## src/rtl/det_event_logger_if.sv

```systemverilog
// Read-side handshake between the event logger and its consumer.
interface det_event_logger_if #(
    parameter int unsigned TS_W = 16
) ();
    logic            rd_valid;
    logic            rd_ready;
    logic [TS_W-1:0] rd_data;

    // Logger side: presents the head record, observes the consumer's ready.
    modport master (output rd_valid, output rd_data, input rd_ready);
    // Consumer side: accepts records.
    modport slave  (input rd_valid, input rd_data, output rd_ready);
endinterface

```

## src/rtl/det_event_logger.sv

```systemverilog
// Timestamps rising edges of a detector output into a show-ahead FIFO,
// with saturating event/drop counters, sticky overflow and a level irq.
module det_event_logger #(
    parameter int unsigned TS_W    = 16,
    parameter int unsigned DEPTH   = 4,
    parameter int unsigned CNT_W   = 8,
    parameter int unsigned IRQ_LVL = 2
) (
    input  logic                    clk,
    input  logic                    rst,
    input  logic                    en,
    input  logic                    det_in,
    input  logic                    ovf_clr,
    det_event_logger_if.master      rd,
    output logic [$clog2(DEPTH):0]  level,
    output logic                    irq,
    output logic                    ovf,
    output logic [CNT_W-1:0]        drop_cnt,
    output logic [CNT_W-1:0]        evt_cnt
);
    localparam int unsigned PTR_W = $clog2(DEPTH);
    localparam int unsigned LVL_W = PTR_W + 1;

    logic [TS_W-1:0]  ts;
    logic             det_q;
    logic [TS_W-1:0]  mem [DEPTH];
    logic [PTR_W-1:0] wr_ptr;
    logic [PTR_W-1:0] rd_ptr;
    logic             full;
    logic             evt;
    logic             pop;
    logic             push;
    logic             drop;

    // Event qualification and FIFO accept/drop decisions for this edge.
    always_comb begin
        full = (level == LVL_W'(DEPTH));
        evt  = det_in & ~det_q & en;
        pop  = rd.rd_valid & rd.rd_ready;
        push = evt & (~full | pop);
        drop = evt & full & ~pop;
    end

    // Show-ahead head record; zero while empty so idle reads are deterministic.
    assign rd.rd_valid = (level != '0);
    assign rd.rd_data  = rd.rd_valid ? mem[rd_ptr] : '0;
    assign irq         = (level >= LVL_W'(IRQ_LVL));

    // Free-running timestamp and the previous-edge copy of det_in.
    always_ff @(posedge clk or posedge rst) begin
        if (rst) begin
            ts    <= '0;
            det_q <= 1'b0;
        end else begin
            ts    <= ts + TS_W'(1);
            det_q <= det_in;
        end
    end

    // Record storage; on full+pop the write lands in the slot being vacated.
    always_ff @(posedge clk or posedge rst) begin
        if (rst) begin
            for (int i = 0; i < int'(DEPTH); i++) begin
                mem[i] <= '0;
            end
        end else if (push) begin
            mem[wr_ptr] <= ts;
        end
    end

    // Pointers wrap naturally; occupancy is tracked separately.
    always_ff @(posedge clk or posedge rst) begin
        if (rst) begin
            wr_ptr <= '0;
            rd_ptr <= '0;
            level  <= '0;
        end else begin
            if (push) begin
                wr_ptr <= wr_ptr + PTR_W'(1);
            end
            if (pop) begin
                rd_ptr <= rd_ptr + PTR_W'(1);
            end
            case ({push, pop})
                2'b10:   level <= level + LVL_W'(1);
                2'b01:   level <= level - LVL_W'(1);
                default: level <= level;
            endcase
        end
    end

    // Saturating accepted-event total.
    always_ff @(posedge clk or posedge rst) begin
        if (rst) begin
            evt_cnt <= '0;
        end else if (push && (evt_cnt != {CNT_W{1'b1}})) begin
            evt_cnt <= evt_cnt + CNT_W'(1);
        end
    end

    // Sticky overflow and drop counter; a drop on the clear edge wins.
    always_ff @(posedge clk or posedge rst) begin
        if (rst) begin
            ovf      <= 1'b0;
            drop_cnt <= '0;
        end else if (drop) begin
            ovf <= 1'b1;
            if (ovf_clr) begin
                drop_cnt <= CNT_W'(1);
            end else if (drop_cnt != {CNT_W{1'b1}}) begin
                drop_cnt <= drop_cnt + CNT_W'(1);
            end
        end else if (ovf_clr) begin
            ovf      <= 1'b0;
            drop_cnt <= '0;
        end
    end
endmodule

```

## src/flat_wrapper.sv

```systemverilog
// flat-port wrapper written by rule: the top's interface ports become plain ports
module det_event_logger_flat 
#(
    parameter int unsigned TS_W    = 16,
    parameter int unsigned DEPTH   = 4,
    parameter int unsigned CNT_W   = 8,
    parameter int unsigned IRQ_LVL = 2
)
  (clk, rst, en, det_in, ovf_clr, level, irq, ovf, drop_cnt, evt_cnt, rd_rd_valid, rd_rd_data, rd_rd_ready);
  det_event_logger_if #(.TS_W(TS_W)) rd_i ();
  input  logic clk;
  input  logic rst;
  input  logic en;
  input  logic det_in;
  input  logic ovf_clr;
  output logic [$clog2(DEPTH):0] level;
  output logic irq;
  output logic ovf;
  output logic [CNT_W-1:0] drop_cnt;
  output logic [CNT_W-1:0] evt_cnt;
  output wire logic [$bits(rd_i.rd_valid)-1:0] rd_rd_valid;
  output wire logic [$bits(rd_i.rd_data)-1:0] rd_rd_data;
  input wire logic [$bits(rd_i.rd_ready)-1:0] rd_rd_ready;
  assign rd_rd_valid = rd_i.rd_valid;
  assign rd_rd_data = rd_i.rd_data;
  assign rd_i.rd_ready = rd_rd_ready;
  det_event_logger #(.TS_W(TS_W), .DEPTH(DEPTH), .CNT_W(CNT_W), .IRQ_LVL(IRQ_LVL)) u_core (.clk(clk), .rst(rst), .en(en), .det_in(det_in), .ovf_clr(ovf_clr), .rd(rd_i), .level(level), .irq(irq), .ovf(ovf), .drop_cnt(drop_cnt), .evt_cnt(evt_cnt));
endmodule
```

## config.mk

```make
export PLATFORM = sky130hd
export DESIGN_NAME = det_event_logger_flat
export DESIGN_NICKNAME = d
export VERILOG_FILES = /design/src/rtl/det_event_logger_if.sv /design/src/rtl/det_event_logger.sv /design/src/flat_wrapper.sv
export SDC_FILE = /design/constraint.sdc
export NUM_CORES = 1
export LEC_CHECK = 0
export CORE_MARGIN = 3
export CORE_UTILIZATION = 30
export CTS_BUF_LIST = sky130_fd_sc_hd__clkbuf_8
export CTS_CLUSTER_DIAMETER = 200
export DETAILED_ROUTE_END_ITERATION = 12
export PLACE_DENSITY = 0.55
export SKIP_CTS_REPAIR_TIMING = 1
export SYNTH_ARGS = -nofsm -noshare
export SYNTH_HDL_FRONTEND = slang
export SYNTH_SLANG_ARGS = --single-unit
```

## constraint.sdc

```tcl
create_clock -name clk -period 4.45 [get_ports clk]
set_input_delay 0.89 -clock clk [delete_from_list [all_inputs] [get_ports clk]]
set_output_delay 0.89 -clock clk [all_outputs]
set_load 0.005 [all_outputs]
```

# ---- Word-level counts from Yosys, hierarchy flattened
# Cells that the tools add are included.
dict set report totals {
  register_bits 105
  latchBits 0
  ramBits 0
  romBits 0
  inputBits 6
  out_inout_bits 38
  word_cells 61
  mem_count 0
}
dict set report op_classes {
  addsub 7
  n_mul 0
  div 0
  n_lt_le_gt_ge 4
  eq_ne 5
  n_shift 0
  n_mux 14
  n_bitwise 12
  n_reduce_logical 7
}
# cell n
set op_table {}
lappend op_table {{64-bit bitwise mux} 1}
lappend op_table {{16-bit 2-to-1 mux} 4}
lappend op_table {{16-bit binary-select mux with 2-bit select} 1}
lappend op_table {{16-bit demux with 2-bit select} 1}
lappend op_table {{8-bit 2-to-1 mux} 4}
lappend op_table {{16-bit by 1-bit adder with 16-bit output (second input constant)} 1}
lappend op_table {{8-bit by 1-bit adder with 8-bit output (second input constant)} 2}
lappend op_table {{8-bit != test (second input constant)} 2}
lappend op_table {{1-bit bitwise AND} 6}
lappend op_table {{3-bit greater-or-equal comparator (second input constant)} 2}
lappend op_table {{2-bit inverter with 3-bit output} 2}
lappend op_table {{3-bit case mux with 2 select lines} 1}
lappend op_table {{2-bit nonzero test} 3}
lappend op_table {{2-bit by 1-bit adder with 2-bit output (second input constant)} 2}
lappend op_table {{3-bit by 1-bit adder with 3-bit output (second input constant)} 1}
lappend op_table {{3-bit == test (second input constant)} 1}
lappend op_table {{3-bit by 2-bit greater-or-equal comparator with 1-bit output (second input constant)} 1}
lappend op_table {{3-bit by 1-bit less-than comparator with 1-bit output (second input constant)} 1}
lappend op_table {{1-bit inverter} 3}
lappend op_table {{3-bit nonzero test} 1}
lappend op_table {{3-bit by 1-bit subtractor with 3-bit output (second input constant)} 1}
lappend op_table {{2-bit by 1-bit == test with 1-bit output (second input constant)} 1}
lappend op_table {{2-bit == test (second input constant)} 1}
lappend op_table {{1-bit logical AND} 2}
lappend op_table {{other kinds (3)} 4}

# ---- Depth between registers and ports, before layout
dict set report logic_depth {
  word_depth 7
  ltp_mapped 9
  ltp_nobuf 9
}

# ---- Worst setup path after synthesis
# OpenSTA, ideal clock, no wires.
dict set report synth_path {
  path_kind {input-to-reg}
  from {in rd_rd_ready}
  to {reg u_core.level[2]}
  setup_time_ns 0.079
  arrival_time_ns 2.496
  required_ns 4.371
  slack_ns 1.875
  path_stages 9
  n_path_buf 0
  path_cell_list {nor4b_4 nor2_2 inv_1 ha_1 inv_1 fa_1 xor2_1 nor2_1 xor2_1}
}
dict set report synth_between {
  elab_chain_len 5
  word_cells_on_any_way 7
  classes_between {2 x eq/ne; 1 x mux; 3 x bitwise; 1 x reduce/logical}
}
# item line
set synth_rtl {}
lappend synth_rtl {{start, declared} flat_wrapper.sv:23} ;# input wire logic [$bits(rd_i.rd_ready)-1:0] rd_rd_ready;
lappend synth_rtl {{1-bit bitwise AND *} det_event_logger.sv:39} ;# pop = rd.rd_valid & rd.rd_ready;
lappend synth_rtl {{1-bit bitwise OR} det_event_logger.sv:40} ;# push = evt & (~full | pop);
lappend synth_rtl {{1-bit bitwise AND} det_event_logger.sv:40}
lappend synth_rtl {{2-bit by 1-bit == test with 1-bit output or 2-bit == test (tied branches)} det_event_logger.sv:84} ;# case ({push, pop})
lappend synth_rtl {{3-bit case mux with 2 select lines or 2-bit nonzero test (tied branches)} n/a}
lappend synth_rtl {{end signal, assigned} det_event_logger.sv:85} ;# 2'b10: level <= level + LVL_W'(1);
lappend synth_rtl {{end signal, assigned} det_event_logger.sv:86} ;# 2'b01: level <= level - LVL_W'(1);
lappend synth_rtl {{end signal, assigned} det_event_logger.sv:87} ;# default: level <= level;
lappend synth_rtl {{end, declared} det_event_logger.sv:15} ;# output logic [$clog2(DEPTH):0] level,
# Mark *: on every way between the ends. The rest lies on a longest branch, timed or not.
# A chain may end at the register's enable or synchronous reset.

# ---- Final worst setup path
dict set report layout_path {
  from {reg u_core.rd_ptr[0]}
  to {out rd_rd_data[7]}
}
dict set report layout_between {
  elab_chain_len 5
}
# item line
set layout_rtl {}
lappend layout_rtl {{start, declared} det_event_logger.sv:28} ;# logic [PTR_W-1:0] rd_ptr;
lappend layout_rtl {{start signal, assigned} det_event_logger.sv:82} ;# rd_ptr <= rd_ptr + PTR_W'(1);
lappend layout_rtl {{2-bit inverter with 3-bit output (implied by the code)} det_event_logger.sv:46} ;# assign rd.rd_data = rd.rd_valid ? mem[rd_ptr] : '0;
lappend layout_rtl {{16-bit binary-select mux with 2-bit select} det_event_logger.sv:46}
lappend layout_rtl {{16-bit 2-to-1 mux (implied by the code) (2 in a row)} det_event_logger.sv:46}
lappend layout_rtl {{16-bit 2-to-1 mux} det_event_logger.sv:46}
lappend layout_rtl {{end, declared} flat_wrapper.sv:22} ;# output wire logic [$bits(rd_i.rd_data)-1:0] rd_rd_data;
# Every way passes these cells. The select of a mux whose other input is x is not followed.

==> impl_results.md <==
* Status: complete, no violations
* Rel. slew slack at 38.2%
* Crit start category: flip-flop
* Port Buffer Count at 43
* Area contributors post-synth: dfrtp_1 (54%), mux2_2 (15%), mux4_2 (7.5%)
* Setup CP Type: flip-flop to output port
* Comb pwr share at between 20 and 30%
* Library cells used by synthesis at 41
* Pwr Density at 473 nW/um^2
* Final Cycle Share at roughly four fifths
* Clk sinks at 105
* Final Critical Period at 3570 ps
* Critical path startpoint: u_core.rd_ptr[0]
* Reg2reg end: u_core.level[2]
* P_leak at 2.52 nW
* CP delay by family, top: flip-flops
* Layout Skew at 12.3 ps
* Buffers & Inverters on Critical Path at 2
* Cell Chain, Critical Path: buf_4 -> mux4_2 -> and2_1 -> clkdlybuf4s50_1
* Worst vdd ir at 221 uV
* Internal power at 0.00189 W
* CTS Buffer Depth at 2
* Sw frac at 29.8%
* Num CTS Buffers at 9
* Htree depth at 3
* #FFs+latches synth at between 100 and 150
* Filler-free cell count of the finished design at 608
* Vias in the first global route at 3,095
* Largest net degree at the start of global routing at 58
* Max Freq at 280 MHz
* GRT Overall Usage at 11.8%
* Number of synthesized flops with an enable pin at 0
* CP max stage delay at roughly 900 ps
* Cells on worst reg2reg path at 8
* Sequential power share at 48.8%
* Crit path to: rd_rd_data[7]
* P_sw at 0.000799 W
* Gpl congestion at 0.753
* Starting Density at 31.2%
* Final slew viol count at 0
* Critical path depth at 4
* Sequential cell area fraction in the yosys report at between 50 and 60%
* Yosys top cell by area: dfrtp_1
* IO Count at between 40 and 50
* Inst Count DP at 592
* Fin worst setup slack at 876 ps
* Worst flop-to-flop path startpoint: u_core.level[0]
* Final setup fails at 0
* Die Span X at 133 um
* Worst-path clk slew at 90 ps
* Worst hold slack at 506 ps
* Antenna violations before repair at 0
* Core area at 15,500 um^2
* Dpl hpwl at 6.41 mm
* Vias per cell at 4.66
* Critical path arrival at 2680 ps
* Fin Setup TNS at 0 ps
* Mapped Cells at 350
* First-pass GRT wire length at 16.5 mm
* Share of cells above drive strength 1 at 27.7%
* Async SR Flop Fraction at 100%
* HP Class: flip-flop to flip-flop
* Area share of the largest cell type after synthesis at 54.5%
* Hold Vio Cnt, Final at 0
* Max-Cap Viols at 0
* Root buffer cell: clkbuf_8
* # diodes at 0
* Syn avg cell area at between 10 and 15 um^2
* Clk_lat worst skew at 380 ps
* Commonest non-fill, non-tap cell in the layout: dfrtp_1
* Final ANT Viol Nets at 0
* Fin nets at 407
* Die height at 133 um
* RSZ-0062 raised after global routing: false
* Syn Nets at 365
* Most frequent cells in the layout: dfrtp_1 (105), mux2_2 (66), clkdlybuf4s50_1 (43), and2_1 (18), mux4_2 (16)
* CP max-delay cell: dfrtp_1
* GRT overflow at 0
* Rows at 45
* Crit path max fanout at 13
* Top_reg_cell synth: dfrtp_1
* Crit. End Element: output port
* Clock power share at 23.3%
* Synthesis warning total at 0
* Place WS at 1180 ps
* DR vias at 2,832
* DRC Markers at 0
* Layout area overhead at 17.7%
* DIE AREA at 17,600 um^2
* CTS tree: built
* Initial DRC count at 138
* CP required at around 3600 ps
* Mapped Area at around 4800 um^2
* R2r setup slk at around 2000 ps
* WL final at just under 10 mm
* Drt wl/cell at 16.1 um
* 1st-pass router iterations at 4
* Worst slew pin tran at 927 ps
[stage by stage]
stage | power, W | utilization (%) | instance area, um^2
2_1_floorplan | 0.00175 | - | 4820
3_3_place_gp | 0.00207 | 35.3 | 5470
3_5_place_dp | 0.00210 | 35.3 | 5470
4_1_cts | 0.00274 | 36.7 | 5680
5_1_grt | 0.00286 | 36.7 | 5680
6_report | 0.00269 | 36.7 | 5680
[flip-flops by register name, indices dropped and copies added, names as in the netlist]
signal           count
u_core.wr_ptr        2
u_core.level         3
u_core.ovf           1
u_core.mem          64
u_core.drop_cnt      8
u_core.det_q         1
u_core.ts           16
u_core.evt_cnt       8
u_core.rd_ptr        2
[cells in the mapped netlist, types with 5 or more instances]
master	n
dfrtp_1	105
mux2_2	66
and2_1	18
mux4_2	16
xnor2_1	15
nand3_1	14
nand2_1	13
inv_1	12
nor2_1	9
clkbuf_1	8
ha_1	8
xor2_1	8
and4_1	5
[power groups by stage]
stage	sequential (W)	clock, W	combinational, W
5_1_grt	0.00135	0.000699	0.000819
3_3_place_gp	0.00132	0	0.000746
4_1_cts	0.00132	0.000658	0.000768
2_1_floorplan	0.00122	0	0.000527
6_report	0.00131	0.000626	0.000749
3_5_place_dp	0.00133	0	0.000768
[cell type report]
class / instances / area, um^2
fill: 1503 / 9800
sequential: 105 / 2630
multi-input combinational: 218 / 2080
timing repair buffer: 46 / 453
tap: 211 / 264
clock buffer: 10 / 138
clock inverter: 6 / 72.6
inverter: 12 / 47.5
[worst min-delay path by stage]
stage                   startpoint        endpoint  slack, ps  depth (start not counted)
floorplan           u_core.mem[16]  u_core.mem[16]        470                          1
global placement     u_core.mem[0]   u_core.mem[0]        480                          1
detailed placement  u_core.mem[30]  u_core.mem[30]        490                          1
CTS                 u_core.mem[30]  u_core.mem[30]        510                          1
global route        u_core.mem[46]  u_core.mem[46]        530                          1
finish              u_core.mem[30]  u_core.mem[30]        510                          1
[worst register-to-register path: stages, from the launching register on]
cell and delay, ps:
dfrtp_1 510, or3_1 570, and2_1 310, ha_1 210, inv_1 60, fa_1 370
xor2_1 150, nor2_1 110, xor2_1 160
[cell families (layout without fill, tap and decap cells)]
logic type,Yosys count,count (layout),synth area share [%]
flops,105,105,54.5
mux,86,86,23.7
simple gates,85,85,10.3
buf+inv,27,74,2.46
xor+xnor,23,23,4.18
compound gates,15,15,2.36
fa+ha+maj,9,9,2.49
[layer usage]
metal / wire (um) / GRT usage [%] / up-vias
li1: - / - / 1329
met1: 4720 / 16.0 / 1441
met2: 4470 / 17.9 / 46
met3: 383 / 3.35 / 16
met4: 202 / 4.68 / 0
met5: 0 / 0 / -
(Power assumes the default switching activity.)
